### src/rtl/stage_if_prefetch.sv
`default_nettype none
// ============================================================================
// Module   : stage_if_prefetch
// Purpose  : Instruction fetch stage with a decoupled imem port and a
//            DEPTH-entry prefetch queue feeding ID via valid/ready.
// Revision : 1.0 - initial release
// ============================================================================
module stage_if_prefetch #(
  parameter int                    ADDR_WIDTH   = 32,
  parameter int                    WORD_WIDTH   = 32,
  parameter int                    DEPTH        = 4,
  parameter logic [ADDR_WIDTH-1:0] RESET_VECTOR = '0
) (
  input  logic                  clk,
  input  logic                  rst,
  input  logic                  jmp_bch_en,
  input  logic [ADDR_WIDTH-1:0] jmp_bch_tgt,
  output logic                  imem_req_valid,
  output logic [ADDR_WIDTH-1:0] imem_req_addr,
  input  logic                  imem_req_ready,
  input  logic                  imem_rsp_valid,
  input  logic [WORD_WIDTH-1:0] imem_rsp_data,
  input  logic                  id_ready,
  output logic                  inst_valid,
  output logic [WORD_WIDTH-1:0] inst,
  output logic [ADDR_WIDTH-1:0] pc_addr
);

  localparam int                    c_PTR_W = (DEPTH > 1) ? $clog2(DEPTH) : 1;
  localparam int                    c_CNT_W = $clog2(DEPTH + 1);
  localparam logic [c_CNT_W:0]      c_CREDIT = (c_CNT_W + 1)'(DEPTH);
  localparam logic [WORD_WIDTH-1:0] c_NOP    = WORD_WIDTH'(32'h0000_0013);
  localparam logic [ADDR_WIDTH-1:0] c_STEP   = ADDR_WIDTH'(4);
  localparam logic [ADDR_WIDTH-1:0] c_ALIGN  = ~ADDR_WIDTH'(3);

  logic [ADDR_WIDTH-1:0] r_fetch_pc;
  logic [ADDR_WIDTH-1:0] r_rsp_pc;
  logic [ADDR_WIDTH-1:0] r_q_pc   [DEPTH];
  logic [WORD_WIDTH-1:0] r_q_inst [DEPTH];
  logic [c_PTR_W-1:0]    r_head;
  logic [c_PTR_W-1:0]    r_tail;
  logic [c_CNT_W-1:0]    r_count;
  logic [c_CNT_W-1:0]    r_outstanding;
  logic [c_CNT_W-1:0]    r_drop;

  logic                  w_credit_ok;
  logic                  w_req_fire;
  logic                  w_push;
  logic                  w_pop;
  logic [c_CNT_W-1:0]    w_out_after_rsp;
  logic [ADDR_WIDTH-1:0] w_tgt;

  // Queued entries plus in-flight requests never exceed DEPTH, so a
  // response always finds a free slot.
  assign w_credit_ok     = ({1'b0, r_count} + {1'b0, r_outstanding}) < c_CREDIT;
  assign imem_req_valid  = !rst && !jmp_bch_en && w_credit_ok;
  assign imem_req_addr   = r_fetch_pc;
  assign w_req_fire      = imem_req_valid && imem_req_ready;
  assign w_push          = !rst && imem_rsp_valid && !jmp_bch_en && (r_drop == '0);
  assign w_pop           = inst_valid && id_ready && !jmp_bch_en;
  assign w_out_after_rsp = r_outstanding - c_CNT_W'(imem_rsp_valid);
  assign w_tgt           = jmp_bch_tgt & c_ALIGN;

  assign inst_valid = (r_count != '0);
  assign inst       = inst_valid ? r_q_inst[r_head] : c_NOP;
  assign pc_addr    = inst_valid ? r_q_pc[r_head]   : '0;

  always_ff @(posedge clk or posedge rst) begin
    if (rst) begin
      r_fetch_pc    <= RESET_VECTOR;
      r_rsp_pc      <= RESET_VECTOR;
      r_head        <= '0;
      r_tail        <= '0;
      r_count       <= '0;
      r_outstanding <= '0;
      r_drop        <= '0;
    end else begin
      r_outstanding <= r_outstanding + c_CNT_W'(w_req_fire) - c_CNT_W'(imem_rsp_valid);
      if (jmp_bch_en) begin
        // Everything still in flight now belongs to the abandoned path.
        r_fetch_pc <= w_tgt;
        r_rsp_pc   <= w_tgt;
        r_head     <= '0;
        r_tail     <= '0;
        r_count    <= '0;
        r_drop     <= w_out_after_rsp;
      end else begin
        if (w_req_fire) begin
          r_fetch_pc <= r_fetch_pc + c_STEP;
        end
        if (imem_rsp_valid && (r_drop != '0)) begin
          r_drop <= r_drop - c_CNT_W'(1);
        end
        if (w_push) begin
          r_tail   <= r_tail + c_PTR_W'(1);
          r_rsp_pc <= r_rsp_pc + c_STEP;
        end
        if (w_pop) begin
          r_head <= r_head + c_PTR_W'(1);
        end
        r_count <= r_count + c_CNT_W'(w_push) - c_CNT_W'(w_pop);
      end
    end
  end

  always_ff @(posedge clk) begin
    if (w_push) begin
      r_q_inst[r_tail] <= imem_rsp_data;
      r_q_pc[r_tail]   <= r_rsp_pc;
    end
  end

endmodule
`default_nettype wire

### config.mk
export PLATFORM = sky130hd
export DESIGN_NAME = stage_if_prefetch
export DESIGN_NICKNAME = d
export VERILOG_FILES = /design/src/rtl/stage_if_prefetch.sv
export SDC_FILE = /design/constraint.sdc
export NUM_CORES = 1
export LEC_CHECK = 0
export ABC_AREA = 1
export CORE_MARGIN = 5
export CORE_UTILIZATION = 48
export DETAILED_ROUTE_END_ITERATION = 8
export PLACE_DENSITY = 0.77
export SYNTH_ARGS = -nofsm -noshare
export SYNTH_HDL_FRONTEND = slang
export SYNTH_SLANG_ARGS = --single-unit
### constraint.sdc
create_clock -name clk -period 6.7 [get_ports clk]
set_input_delay 1.34 -clock clk [delete_from_list [all_inputs] [get_ports clk]]
set_output_delay 1.34 -clock clk [all_outputs]
set_load 0.005 [all_outputs]
==> results.cfg, run 1 <==
[outcome]
status = finished clean

[timing]
tightest_slew_ns = 1.14
min_period_ns = 5.14
finalClockSkew_ns = 0.0191
period_share = 0.767
timing.fmax_ghz = 0.195
slew_headroom = 0.237
fin_setup_tns_ns = 0
setup_viol = 0
grt_setup_unrepaired = no
finalMaxSlewViolations = 0
timing.final.hold_violations = 0

[setup_path]
reg2reg_to = r_count[2]
r2r_cells = 14
rr_startpoint = r_count[1]
crit_type = reg -> out
slowest_delay_ns = 0.93
crit_slowest_cell = inv_2
path_max_fanout = 72
worstPathCellList = inv_2 -> buf_4 -> o21ai_0 -> a21oi_1 -> clkdlybuf4s50_1
critPathCaptureType = output pin
r2r_slack_ns = 3.23
crit_start = r_head[0]
required_ns = 5.36
arrival_ns = 3.80
crit_buf_inv = 3
cp-start-kind = flop
path_delay_family = buffers and inverters

[power_and_ir_drop]
power_density_nw_per_um2 = 319
vdd_drop_max_mv = 0.203
p_leak_nw = 6.85

[cts]
htree_levels = 2
root_buffer = clkbuf_16
cts_hold_buf = 0
cts_num_sinks = 321
cts_tree = built
clock_latency_ns = 0.51
cts_resized = 0
clockBufferDepth = 3
cts_buffers = 35
post_cts_buffers = 0
clk_pin_slew_ns = 0.05

[floorplanning]
fp.dieW_um = 185
start_util = 0.484
die-area_sq_um = 34400
rows = 64
die_h_um = 185
io_pins = 168
core-area_sq_um = 30500

[grt]
busiest_layer = met2
grt_pass1_wl_um = 56400
grt_util_met3 = 0.0332
grt_util_met1 = 0.283
antenna_found_initial = 0
gr-total-overflow = 0
grt_start_max_net_pins = 74
grt_usage = 0.206
grt_util_met2 = 0.343
grt_pass1_vias = 10900

[min_path]
hp-start = r_outstanding[0]
worst_hold_path_type = reg -> reg
hold_end = r_outstanding[0]
min_path_cells = 1

[layout]
area_growth_pct = 20.2
final_area_sq_um = 17800
drive_gt1_frac = 0.0496
num_antenna_cells = 0
num-nets-final = 1779
fin_util = 0.582
fill_cells = 2451
fin_cells = 2110

[drt]
vias_per_cell = 5.35
routed-via-count = 11300
drc = 0
wl_um = 35600
final_antenna_net_count = 0
wl_per_cell_um = 16.9
drt-initial-drc-count = 892
firstDrtPassIters = 7

[yosys]
synthTopCellsByArea = edfxtp_1 (50%), dfrtp_1 (12%), nor2_1 (8.4%)
mappedNetlistArea_sq_um = 14800
synth_ff_type = edfxtp_1
yosys_warnings = 0
synth_seq_area_share = 0.628
synth_top_cell_by_area = edfxtp_1
synth_most_common_cell = nor2_1
synth_top_cell_area_share = 0.504
synth-edff-count = 248
synthDistinctLibCells = 36
syn_avg_cell_area_sq_um = 9.57
synth_commonest_cells = nor2_1 (332), nand2_1 (324), edfxtp_1 (248)
synthCells = 1543
synth.ff_latch_count = 321
synth_async_sr_flop_share = 0.227

[placement]
port_buffers = 161
placed_cell_area_sq_um = 16700
dp.cells = 2050
dpl.hpwl_um = 21900
finalWeightedCongestion = 0.916

[flow_run]
cap_violations = 0
[metal layers]
| layer | wire length [um] | part of all wire |
|---|---|---|
| met5 | 0 | 0 |
| met4 | 795 | 0.022 |
| met3 | 3050 | 0.086 |
| met2 | 16800 | 0.47 |
| met1 | 15000 | 0.42 |
[kinds of logic (layout without fill, tap and decap cells)]
group	Yosys count	after routing	synth area share
AOI/OAI and AO/OA	234	234	0.0823
xor gates and xnor gates	18	18	0.0107
adders and majority gates	18	18	0.0163
buffers and inverters	188	356	0.0531
DFF	321	321	0.628
other	1	4	0.000254
and+or+nand+nor	763	763	0.209
[worst register-to-register path: stages, from the launching register on]
cell     delay, ns
dfrtp_1       0.43
inv_1         0.07
nand2_1       0.11
nor2_4        0.65
buf_4         0.60
nor2_1        0.12
inv_1         0.14
nor2_1        0.06
ha_1          0.30
inv_1         0.06
ha_1          0.12
inv_1         0.04
fa_1          0.38
and3_1        0.18
nor3_1        0.14
[power by group]
part	switching [mW]	internal [mW]
clock network	0.736	1.00
logic	0.810	0.652
registers	0.182	2.27
[state kept, by name (all words and copies together), names as in the netlist]
name and flops:
r_head 2, r_q_inst 128, r_q_pc 120, r_outstanding 3
r_count 3, r_tail 2, imem_req_addr 30, r_drop 3
r_rsp_pc 30
[how the worst max path moves through the flow]
| stage | end | slack, ns | cells past startpoint |
|---|---|---|---|
| floorplan | r_q_inst[0][0] | 0.16 | 5 |
| global placement | r_q_inst[2][21] | 2.04 | 8 |
| detailed placement | r_q_inst[2][27] | 1.97 | 8 |
| CTS | pc_addr[18] | 1.51 | 5 |
| global route | pc_addr[19] | 1.25 | 5 |
| finish | pc_addr[19] | 1.56 | 5 |
[final cells by class]
cell class / instances / area, sq um / share of cell area
clock buffer: 44 / 910 / 0.0512
clock inverter: 16 / 118 / 0.00662
multi-input combinational: 1037 / 4760 / 0.268
timing repair buffer: 174 / 1730 / 0.0977
sequential: 321 / 9280 / 0.523
inverter: 122 / 460 / 0.0259
tap: 396 / 495 / 0.0279
[layout by cell type (no fill, tap or decap), drive strengths merged]
cell type / n
bufinv: 1
dfrtp: 73
clkdlybuf4s50: 161
nand4: 1
fa: 2
nand2: 327
xnor2: 6
a21oi: 69
buf: 13
edfxtp: 248
o21ai: 148
o211ai: 8
o311ai: 3
clkinvlp: 3
nor3: 2
ha: 16
xor2: 12
inv: 125
nor2: 343
o21bai: 4
nand3b: 1
clkbuf: 44
clkinv: 9
a31oi: 2
conb: 4
nand3: 85
and2: 3
and3: 1
[metrics by stage]
stage | total power [mW] | hold slack (ns) | setup slack [ns]
final | 5.66 | 0.552 | 1.56
after global routing | 5.97 | 0.577 | 1.25
after CTS | 5.71 | 0.552 | 1.51
after detailed placement | 3.96 | 0.536 | 1.97
after global placement | 3.92 | 0.531 | 2.04
after floorplan | 3.22 | 0.496 | 0.164
(Power assumes the default switching activity.)
==> run 2, diff against run 1 <==
==> constraint.sdc (replaced) <==
create_clock -name clk -period 5.2 [get_ports clk]
set_input_delay 1.04 -clock clk [delete_from_list [all_inputs] [get_ports clk]]
set_output_delay 1.04 -clock clk [all_outputs]
set_load 0.005 [all_outputs]
==> results.cfg, run 2 (same netlist as run 1, synthesis figures left out) <==
[outcome]
status = finished clean

[cts]
cts_tree = built
clockBufferDepth = 3
root_buffer = clkbuf_16
clock_latency_ns = 0.52
cts_resized = 0
cts_hold_buf = 0
htree_levels = 2
cts_num_sinks = 321
post_cts_buffers = 0
cts_buffers = 36
clk_pin_slew_ns = 0.06

[timing]
timing.fmax_ghz = 0.228
hold_ws_ns = 0.547
finalWorstSetupSlack_ns = 0.817
setup_viol = 0
period_share = 0.843
finalClockSkew_ns = 0.0145
timing.final.hold_violations = 0
grt_setup_unrepaired = no
tightest_slew_ns = 0.988
min_period_ns = 4.38
fin_setup_tns_ns = 0
slew_headroom = 0.341
finalMaxSlewViolations = 0

[power_and_ir_drop]
p_leak_nw = 6.92
power_density_nw_per_um2 = 417
total_power_mw = 7.45
vdd_drop_max_mv = 0.229

[drt]
wl_per_cell_um = 16.6
drc = 0
firstDrtPassIters = 5
wl_um = 35100
routed-via-count = 11100
drt-initial-drc-count = 857
vias_per_cell = 5.23
final_antenna_net_count = 0

[setup_path]
r2r_cells = 12
arrival_ns = 3.34
r2r_slack_ns = 2.42
required_ns = 4.16
cp-endpoint = pc_addr[18]
rr_startpoint = r_drop[0]
critPathCaptureType = output pin
path_max_fanout = 94
cp-start-kind = flop
crit_type = reg -> out
crit_start = r_head[0]
reg2reg_to = r_count[2]

[floorplanning]
rows = 64
start_util = 0.484
io_pins = 168
fp.dieW_um = 185
die_h_um = 185
die-area_sq_um = 34400
core-area_sq_um = 30500

[layout]
drive_gt1_frac = 0.0551
top_register = r_q_inst
layout_common_cells = nor2_1 (327), nand2_1 (324), edfxtp_1 (248), clkdlybuf4s50_1 (161), o21ai_0 (141)
num_antenna_cells = 0
num-nets-final = 1783
area_growth_pct = 20.9
layout_commonest_cell = nor2_1
register_area_sq_um = 9280
largest_reg_flops = 128
fin_util = 0.585
reg.largest.list = r_q_inst x128, r_q_pc x120
fill_cells = 2523
multi_input_area_sq_um = 4760

[grt]
grt_pass1_vias = 10900
antenna_found_initial = 0
grt_start_max_net_pins = 95
grt_pass1_wl_um = 56200
grt_usage = 0.206
gr-total-overflow = 0

[placement]
port_buffers = 161
finalWeightedCongestion = 0.875
dpl.hpwl_um = 21800
post-place-ws_ns = 1.23

[min_path]
min_path_cells = 1
worst_hold_path_type = reg -> reg

[flow_run]
cap_violations = 0
-- run 2: changes by cell type in the layout (fill, tap and decap cells not counted) --
cell	delta
clkinv_2	+6
buf_4	+4
clkbuf_16	+2
buf_12	-1
bufinv_16	+1
clkbuf_1	-1
clkbuf_8	+1
clkinv_4	-1
clkinvlp_4	-1
inv_6	-1
-- run 2: layout make-up --
type,instances,area share
multi-input cells,1037,0.266
inverters,122,0.0258
clock buffers,46,0.0543
repair buffers,177,0.0977
flip-flops and latches,321,0.520
well taps,396,0.0277
clock inverters,20,0.00855
-- run 2: worst min path at each step --
stage	start	to	slack [ns]
floorplan	r_rsp_pc[31]	r_q_pc[0][31]	0.50
global placement	r_outstanding[0]	r_outstanding[0]	0.53
detailed placement	r_outstanding[0]	r_outstanding[0]	0.54
CTS	r_outstanding[0]	r_outstanding[0]	0.55
global route	r_outstanding[0]	r_outstanding[0]	0.58
finish	r_outstanding[0]	r_outstanding[0]	0.55
-- run 2: per-layer routing --
| metal | vias up | GRT usage | share of wire |
|---|---|---|---|
| li1 | 5407 | - | - |
| met1 | 5203 | 0.289 | 0.43 |
| met2 | 397 | 0.332 | 0.46 |
| met3 | 69 | 0.0350 | 0.078 |
| met4 | 0 | 0.0602 | 0.026 |
| met5 | - | 0 | 0 |
-- run 2: through the flow --
stage / instance area (sq um) / cells
2_1_floorplan: 14800 / 1546
3_3_place_gp: 16700 / 2053
3_5_place_dp: 16700 / 2053
4_1_cts: 17900 / 2119
5_1_grt: 17900 / 2119
6_report: 17900 / 2119
-- run 2: worst max-delay path: stages (launching register included) --
cell	delay [ns]
dfrtp_4	0.67
buf_4	0.84
nor2_1	0.11
nor2_1	0.13
o21ai_0	0.12
a21oi_1	0.37
clkdlybuf4s50_1	0.57
-- run 2: power by group --
| part | switching, mW | internal (mW) | total, mW |
|---|---|---|---|
| combinational | 1.07 | 0.854 | 1.92 |
| sequential | 0.217 | 2.93 | 3.15 |
| clock | 0.968 | 1.42 | 2.39 |
==> run 3, diff against run 2 <==
==> constraint.sdc (replaced) <==
create_clock -name clk -period 4.5 [get_ports clk]
set_input_delay 0.9 -clock clk [delete_from_list [all_inputs] [get_ports clk]]
set_output_delay 0.9 -clock clk [all_outputs]
set_load 0.005 [all_outputs]
==> results.cfg, run 3 (same netlist as run 1, synthesis figures left out) <==
[setup_path]
path_common_cell = nor2_1
path_max_fanout = 58
cp-start-kind = flop
crit_type = reg -> out
worstPathCellList = buf_4 -> nor2_1 -> nor2_1 -> o21ai_0 -> a21oi_1 -> clkdlybuf4s50_1
required_ns = 3.60
slowest_delay_ns = 0.68
critPathCaptureType = output pin
path_delay_family = buffers and inverters
crit_buf_inv = 2
arrival_ns = 2.90
crit_slowest_cell = dfrtp_4

[timing]
slew_headroom = 0.306
setup_viol = 0
min_period_ns = 3.80
tightest_slew_ns = 1.04
fin_setup_tns_ns = 0
timing.fmax_ghz = 0.263
finalMaxSlewViolations = 0
period_share = 0.845
grt_setup_unrepaired = no
finalClockSkew_ns = 0.0188
timing.final.hold_violations = 0

[layout]
layout_commonest_cell = nor2_1
num-nets-final = 1787
fin_util = 0.587
reg.largest.list = r_q_inst x128, r_q_pc x120
drive_gt1_frac = 0.0580
top_register = r_q_inst
largest_reg_flops = 128
area_growth_pct = 21.3
num_antenna_cells = 0
fill_cells = 2413
layout_common_cells = nor2_1 (327), nand2_1 (324), edfxtp_1 (248), clkdlybuf4s50_1 (161), o21ai_0 (141)

[cts]
cts_buffers = 34
clk_pin_slew_ns = 0.06
clock_latency_ns = 0.51
cts_tree = built
root_buffer = clkbuf_16
post_cts_buffers = 0
cts_resized = 0
cts_num_sinks = 321
cts_hold_buf = 0
htree_levels = 2
clockBufferDepth = 3

[drt]
final_antenna_net_count = 0
wl_um = 35200
vias_per_cell = 5.34
drc = 0
wl_per_cell_um = 16.6
routed-via-count = 11300
drt-initial-drc-count = 1105
firstDrtPassIters = 5

[floorplanning]
rows = 64
io_pins = 168
core-area_sq_um = 30500
start_util = 0.484
fp.dieW_um = 185
die_h_um = 185
die-area_sq_um = 34400

[grt]
grt_pass1_vias = 10900
grt_usage = 0.203
grt_pass1_wl_um = 56000
antenna_found_initial = 0
grt_start_max_net_pins = 74
gr-total-overflow = 0

[power_and_ir_drop]
vdd_drop_max_mv = 0.307
total_power_mw = 8.62
power_density_nw_per_um2 = 481
p_leak_nw = 6.95

[flow_run]
cap_violations = 0

[placement]
port_buffers = 161
dpl.hpwl_um = 22500
finalWeightedCongestion = 0.919

[outcome]
status = finished clean

[min_path]
worst_hold_path_type = reg -> reg
==> run 3: area by class of cell <==
type | instances | area, sq um | share of cell area
repair buffers | 183 | 1810 | 0.101
well taps | 396 | 495 | 0.0277
flip-flops and latches | 321 | 9280 | 0.518
clock buffers | 42 | 955 | 0.0533
multi-input cells | 1037 | 4760 | 0.266
clock inverters | 20 | 155 | 0.00866
inverters | 122 | 460 | 0.0257
==> run 3: path summary, 6_finish.rpt <==
kind,depth (start not counted),end,from,slack [ns]
setup / recovery,6,inst[16],r_head[0],0.70
hold / removal,1,r_outstanding[0],r_outstanding[0],0.56
setup reg to reg,13,r_count[2],r_count[1],1.68
hold reg to reg,1,r_outstanding[0],r_outstanding[0],0.56
max in group asynchronous,3,r_head[0],rst,2.63
min in group asynchronous,3,r_outstanding[2],rst,1.12
==> run 3: where the power goes <==
part / internal, mW / switching [mW] / leakage, nW / total, mW
logic: 1.01 / 1.24 / 3.28 / 2.25
registers: 3.38 / 0.255 / 3.13 / 3.64
clock network: 1.63 / 1.11 / 0.539 / 2.74
==> run 3: routing by layer <==
metal,share of wire,global-route usage,vias to the layer above
met3,0.080,0.0275,55
met4,0.019,0.0526,0
met5,0,0,-
met1,0.43,0.286,5422
li1,-,-,5416
met2,0.47,0.337,442
==> run 3: through the flow <==
stage	setup WS, ns	instances	hold slack [ns]	area [sq um]
5_1_grt	0.476	2121	0.591	17900
3_5_place_dp	0.889	2059	0.536	16800
3_3_place_gp	0.910	2059	0.534	16800
2_1_floorplan	-0.567	1546	0.496	14800
4_1_cts	0.659	2121	0.559	17900
6_report	0.700	2121	0.564	17900
